## src/rtl/spi_key_loader.sv

```systemverilog
// Framed serial key loader: assembles NUM_WORDS x WORD_W bits from a chip-select
// delimited stream into a staging store and commits them atomically to an active store.
module spi_key_loader #(
  parameter int unsigned WORD_W    = 48,
  parameter int unsigned NUM_WORDS = 16,
  parameter int unsigned LSB_FIRST = 0,
  parameter int unsigned IDX_W     = $clog2(NUM_WORDS)
) (
  input  logic              spi_clk,
  input  logic              n_reset,
  input  logic              spi_cs_n,
  input  logic              spi_data,
  input  logic [IDX_W-1:0]  rd_idx,
  output logic [WORD_W-1:0] rd_word,
  output logic              key_valid,
  output logic              load_done,
  output logic              busy,
  output logic              frame_error
);

  localparam int unsigned CNT_W = $clog2(WORD_W);

  localparam logic [1:0] StIdle  = 2'd0;
  localparam logic [1:0] StShift = 2'd1;
  localparam logic [1:0] StDone  = 2'd2;

  localparam logic [CNT_W-1:0] LastBit  = CNT_W'(WORD_W - 1);
  localparam logic [IDX_W-1:0] LastWord = IDX_W'(NUM_WORDS - 1);

  logic [1:0]        state_q, state_d;
  logic [CNT_W-1:0]  bit_cnt_q, bit_cnt_d;
  logic [IDX_W-1:0]  word_idx_q, word_idx_d;
  logic [WORD_W-1:0] asm_q, asm_d;
  logic              key_valid_q, key_valid_d;
  logic              load_done_q, load_done_d;
  logic              frame_error_q, frame_error_d;

  logic [WORD_W-1:0] staging_q [NUM_WORDS];
  logic [WORD_W-1:0] active_q  [NUM_WORDS];

  logic [WORD_W-1:0] asm_base;
  logic [WORD_W-1:0] asm_next;
  logic              word_wr;
  logic              commit;

  // A new frame always assembles from zero, whatever the assembly register holds.
  always_comb begin
    asm_base = (state_q == StShift) ? asm_q : '0;
    if (LSB_FIRST != 0) begin
      asm_next = {spi_data, asm_base[WORD_W-1:1]};
    end else begin
      asm_next = {asm_base[WORD_W-2:0], spi_data};
    end
  end

  always_comb begin
    state_d       = state_q;
    bit_cnt_d     = bit_cnt_q;
    word_idx_d    = word_idx_q;
    asm_d         = asm_q;
    key_valid_d   = key_valid_q;
    load_done_d   = 1'b0;
    frame_error_d = frame_error_q;
    word_wr       = 1'b0;
    commit        = 1'b0;

    case (state_q)
      StIdle: begin
        if (!spi_cs_n) begin
          asm_d         = asm_next;
          bit_cnt_d     = CNT_W'(1);
          word_idx_d    = '0;
          frame_error_d = 1'b0;
          state_d       = StShift;
        end
      end

      StShift: begin
        if (spi_cs_n) begin
          // Abort: active store and key_valid are left untouched.
          frame_error_d = 1'b1;
          bit_cnt_d     = '0;
          word_idx_d    = '0;
          asm_d         = '0;
          state_d       = StIdle;
        end else if (bit_cnt_q == LastBit) begin
          word_wr   = 1'b1;
          bit_cnt_d = '0;
          asm_d     = '0;
          if (word_idx_q == LastWord) begin
            commit      = 1'b1;
            key_valid_d = 1'b1;
            load_done_d = 1'b1;
            word_idx_d  = '0;
            state_d     = StDone;
          end else begin
            word_idx_d = word_idx_q + IDX_W'(1);
          end
        end else begin
          asm_d     = asm_next;
          bit_cnt_d = bit_cnt_q + CNT_W'(1);
        end
      end

      StDone: begin
        if (!spi_cs_n) begin
          frame_error_d = 1'b1;
        end else begin
          state_d = StIdle;
        end
      end

      default: begin
        state_d = StIdle;
      end
    endcase
  end

  always_ff @(posedge spi_clk or negedge n_reset) begin
    if (!n_reset) begin
      state_q       <= StIdle;
      bit_cnt_q     <= '0;
      word_idx_q    <= '0;
      asm_q         <= '0;
      key_valid_q   <= 1'b0;
      load_done_q   <= 1'b0;
      frame_error_q <= 1'b0;
    end else begin
      state_q       <= state_d;
      bit_cnt_q     <= bit_cnt_d;
      word_idx_q    <= word_idx_d;
      asm_q         <= asm_d;
      key_valid_q   <= key_valid_d;
      load_done_q   <= load_done_d;
      frame_error_q <= frame_error_d;
    end
  end

  // The last word bypasses staging so the whole key lands in active on one edge.
  always_ff @(posedge spi_clk or negedge n_reset) begin
    if (!n_reset) begin
      for (int unsigned i = 0; i < NUM_WORDS; i++) begin
        staging_q[i] <= '0;
        active_q[i]  <= '0;
      end
    end else begin
      if (word_wr) begin
        staging_q[word_idx_q] <= asm_next;
      end
      if (commit) begin
        for (int unsigned i = 0; i < NUM_WORDS - 1; i++) begin
          active_q[i] <= staging_q[i];
        end
        active_q[NUM_WORDS-1] <= asm_next;
      end
    end
  end

  always_comb begin
    rd_word = '0;
    if (32'(rd_idx) < NUM_WORDS) begin
      rd_word = active_q[rd_idx];
    end
  end

  assign key_valid   = key_valid_q;
  assign load_done   = load_done_q;
  assign busy        = (state_q == StShift);
  assign frame_error = frame_error_q;

endmodule

```

## config.mk

```make
export PLATFORM = sky130hd
export DESIGN_NAME = spi_key_loader
export DESIGN_NICKNAME = d
export VERILOG_FILES = /design/src/rtl/spi_key_loader.sv
export SDC_FILE = /design/constraint.sdc
export NUM_CORES = 2
export LEC_CHECK = 0
export BUFFER_PORTS_ARGS = -buffer_cell sky130_fd_sc_hd__buf_2
export CORE_ASPECT_RATIO = 2
export CORE_MARGIN = 3
export CORE_UTILIZATION = 42
export DETAILED_ROUTE_END_ITERATION = 10
export GPL_ROUTABILITY_DRIVEN = 0
export PLACE_DENSITY = 0.55
export SYNTH_ARGS = -nofsm -noshare
export SYNTH_HDL_FRONTEND = slang
export SYNTH_SLANG_ARGS = --single-unit
export TNS_END_PERCENT = 100
```

## constraint.sdc

```tcl
create_clock -name spi_clk -period 3.36 [get_ports spi_clk]
set_input_delay 0.672 -clock spi_clk [delete_from_list [all_inputs] [get_ports spi_clk]]
set_output_delay 0.672 -clock spi_clk [all_outputs]
set_load 0.03 [all_outputs]
```

# Word level (Yosys, flattened, before mapping)
# Cells that the tools add are included.
[totals]
out_inout_bits = 52
word_cells = 103
regBits = 1598
[op_classes]
n_eq_ne = 10
n_reduce_logical = 9
n_lt_le_gt_ge = 3
n_bitwise = 3
n_addsub = 2
mux = 37
[op_table]
columns = ["operator", "count"]
rows = [
  ["768-bit bitwise mux", 1],
  ["48-bit binary-select mux with 4-bit select", 1],
  ["48-bit demux with 4-bit select", 1],
  ["47-bit two-way mux", 4],
  ["48-bit two-way mux", 3],
  ["47-bit one-hot mux with 2 select lines", 1],
  ["6-bit two-way mux", 3],
  ["4-bit two-way mux", 4],
  ["6-bit one-hot mux with 2 select lines", 1],
  ["4-bit AND reduction", 3],
  ["5-bit greater-or-equal comparator (second input constant)", 2],
  ["1-bit two-way mux", 10],
  ["2-bit two-way mux", 5],
  ["4-bit NOT with 5-bit output", 2],
  ["2-bit != test (second input constant)", 4],
  ["4-bit one-hot mux with 2 select lines", 1],
  ["6-bit by 1-bit adder with 6-bit output (second input constant)", 1],
  ["6-bit equality test (second input constant)", 1],
  ["3-bit by 2-bit != test with 1-bit output (second input constant)", 2],
  ["2-bit one-hot mux with 3 select lines", 1],
  ["5-bit by 1-bit less-than comparator with 1-bit output (second input constant)", 1],
  ["4-bit by 1-bit adder with 4-bit output (second input constant)", 1],
  ["4-bit equality test (second input constant)", 1],
  ["1-bit one-hot mux with 3 select lines", 1],
  ["other kinds (9)", 9],
]

# Depth between registers and ports, before layout
[logic_depth]
depth_word = 6
depth_mapped = 10

# Least setup slack after synthesis
# No wires, ideal clock.
[synth_timing]
path_kind = "input-to-output"
start = "in rd_idx[0]"
end = "out rd_word[46]"
path_buffers = 3
path_slack_ps = 411
path_stages = 6
required_time_ps = 2688
arrival_ps = 2277
cell_sequence = "clkbuf_1 clkbuf_1 buf_2 mux4_2 a22oi_1 nand2_1"
[synth_between]
elab_chain_cells = 4
[synth_lines]
columns = ["element", "line", "rtl"]
rows = [
  ["start, declared", "13", "input logic [IDX_W-1:0] rd_idx,"],
  ["4-bit NOT with 5-bit output (implied by the code)", "162", "rd_word = active_q[rd_idx];"],
  ["48-bit binary-select mux with 4-bit select", "162", ""],
  ["48-bit two-way mux (implied by the code) (2 in a row)", "162", ""],
  ["end, declared", "14", "output logic [WORD_W-1:0] rd_word,"],
]
# No other way between the ends. The select of a mux whose other input is x is not followed.

# Worst setup path after layout
[layout_timing]
start = "in rd_idx[0]"
end = "out rd_word[44]"
# The elaborated chain is that of the path after synthesis.

==> flow_summary_export.csv <==
group,metric,value,unit
status,status,"completed",
logic_synthesis,async_reset_ff_share,100,%
cells_and_area,nets,4089,
routing,vias_per_cell,5.50,
global_route,grt_usage,19.8,%
setup_path,required,2.69,ns
floorplanning,design.core.area,0.152,mm2
logic_synthesis,syn_area_per_cell,16.0,um2
logic_synthesis,synth_commonest_cells,"dfrtp_1 (1550), mux2_2 (1343), nand2_1 (196)",
routing,drt_iter0_markers,1620,
logic_synthesis,synth-edff-count,0,
global_route,grt_pass1_wl,235000,um
floorplanning,initial_core_util,42.3,%
timing,slew_viol_final,0,
logic_synthesis,ys_types,41,
cells_and_area,syn_to_final_growth,12.0,%
routing,num_vias,33600,
routing,drt_wl_total,153000,um
logic_synthesis,ys_warn_count,0,
floorplanning,fp.dieW,282,um
routing,drt_first_pass_iters,5,
floorplanning,io_pins,60,
timing,maxSlewHeadroom,32.5,%
global_route,grt_overflow,0,
floorplanning,rows,202,
timing,worst_slew_pin_slew,1.01,ns
timing,rsz0062_at_grt,"no",
place,dp.cells,5860,
logic_synthesis,synth_cells,4014,
job,drv_cap,0,
logic_synthesis,synth_area_leader_cell,"dfrtp_1",
cells_and_area,layout-drive-gt1-share,48.2,%
global_route,grt_max_degree,119,
timing,worst_clock_skew,0.0365,ns
cts,cts.clk_slew.worst_paths,0.06,ns
routing,top_layer_used,"met4",
logic_synthesis,yosysSeqAreaShare,60.5,%
routing,met1Wirelength,63100,um
routing,drc_errors,0,
setup_path,crit_path_end_kind,"output port",
cts,htreeDepth,4,
setup_path,arrival,2.49,ns
logic_synthesis,synthTopCellsByArea,"dfrtp_1 (60%), mux2_2 (24%), mux4_2 (6.7%)",
cts,cts_buffers,147,
routing,postRouteAntennaNets,0,
timing,setup_violations,0,
logic_synthesis,yosysMostFrequentCell,"dfrtp_1",
power_and_ir_drop,p_leak,36.3,nW
worst_hold_path,hold_class,"in2reg",
cts,cts-root-buf,"clkbuf_16",
timing,period_share,94.1,%
global_route,grt_antenna_before_repair,3,
timing,fmax,316,MHz
floorplanning,fp.dieH,559,um
setup_path,start_kind,"input port",
routing,route.met3.wl,3890,um
logic_synthesis,ys.flop_type,"dfrtp_1",
cts,clkLatencyLatePin,0.77,ns
timing,hold_ws,0.352,ns
cts,clk_path_buf_depth,4,
logic_synthesis,synth_area,0.0641,mm2
logic_synthesis,yosysTopAreaCellShare,60.5,%
timing,finalSetupTns,0,ns
routing,drt-wirelength-per-cell,25.0,um
setup_path,crit_type,"in2out",
place,dp_hpwl,89700,um
place,io_buffers,59,
cts,cts_tree,"built",
timing,final_hold_viol_count,0,
timing,layout_min_cycle_time,3.16,ns
global_route,grt_pass1_vias,36500,
setup_path,critPathMaxFanout,20,
power_and_ir_drop,p_per_area,519,mW/mm2
cells_and_area,instances_no_fill,6113,
routing,wl_met2,81300,um
logic_synthesis,synth_fp_nets,4031,
floorplanning,design.die.area,0.158,mm2
power_and_ir_drop,ir_drop,0.358,mV
cts,cts_num_sinks,1550,
logic_synthesis,synth.ff_latch_count,1550,
-- power breakdown --
part | internal [mW] | total [mW] | switching, mW
Combinational | 0.387 | 1.71 | 1.33
Clock | 9.66 | 16.8 | 7.16
Sequential | 18.7 | 18.7 | 0.0457
-- flip-flops by register name (all words and copies together), names as in the netlist --
name	count
frame_error	1
key_valid	1
bit_cnt_q	6
word_idx_q	4
asm_q	47
active_q	768
load_done	1
staging_q	720
state_q	2
-- per-stage QoR --
| stage | total power, mW | worst slack (ns) | util [%] | instance area [um2] |
|---|---|---|---|---|
| 5_1_grt | 38.6 | 0.0349 | 47.4 | 71800 |
| 3_5_place_dp | 20.9 | 0.0985 | 44.2 | 67000 |
| 4_1_cts | 37.9 | 0.0621 | 47.4 | 71800 |
| 6_report | 37.3 | 0.199 | 47.4 | 71800 |
| 2_1_floorplan | 19.8 | 0.411 | - | 64100 |
| 3_3_place_gp | 20.8 | 0.129 | 44.2 | 67000 |
-- layout by cell type, fill, tap and decap left out, types with 52 or more instances in the layout --
master     netlist  routed
nand2_1        196     193
buf_4            6     100
buf_2           88      56
mux4_2         192     192
buf_12           0      52
o21ai_0         99      98
mux2_1          82      82
a22oi_1         96      96
dfrtp_1       1550    1550
mux2_2        1343    1343
clkbuf_16        0     149
-- critical path: stages --
cell	delay, ns
buf_8	0.14
buf_12	0.23
buf_4	0.30
mux4_2	0.53
a22oi_1	0.26
nand2_1	0.12
buf_2	0.20
-- final timing paths --
| check | start | end | slack [ns] | cells past startpoint |
|---|---|---|---|---|
| max | rd_idx[0] | rd_word[44] | 0.20 | 7 |
| min | spi_cs_n | state_q[1] | 0.35 | 3 |
| max reg2reg | bit_cnt_q[0] | staging_q[297] | 0.60 | 6 |
| min reg2reg | staging_q[681] | active_q[681] | 0.48 | 1 |
| max in group asynchronous | n_reset | staging_q[603] | 1.74 | 3 |
| min in group asynchronous | n_reset | active_q[558] | 0.44 | 2 |
-- cells by family after synthesis --
kind of cell	synth area share (%)
AND/OR/NAND/NOR	2.05
AO/OA/AOI/OAI	2.09
XOR/XNOR	0.0273
flip-flops	60.5
multiplexers	32.2
buffers and inverters	2.95
adder cells (fa/ha/maj)	0.176
-- what timing repair did --
item                                    in CTS  in global routing
gates resized for setup                      0                  1
hold endpoints to repair                    36                  0
endpoints found under the setup margin       0                  1
hold buffers                                 1                  0
setup buffers                                0                  0
-- layer usage --
metal,global-route usage (%),vias to the layer above
met2,36.1,368
met4,5.79,0
li1,-,14600
met3,2.46,247
met1,24.7,18400
met5,0,-
-- cell type report --
class | instances | area [um2]
Clock buffer | 203 | 4190
Sequential cell | 1550 | 38800
Fill cell | 13100 | 79800
Tap cell | 1938 | 2420
Antenna cell | 2 | 5.00
Multi-Input combinational cell | 2151 | 23700
Clock inverter | 47 | 592
Inverter | 10 | 37.5
Timing Repair Buffer | 212 | 2120
Note: power is estimated with default switching activity, not from simulation.
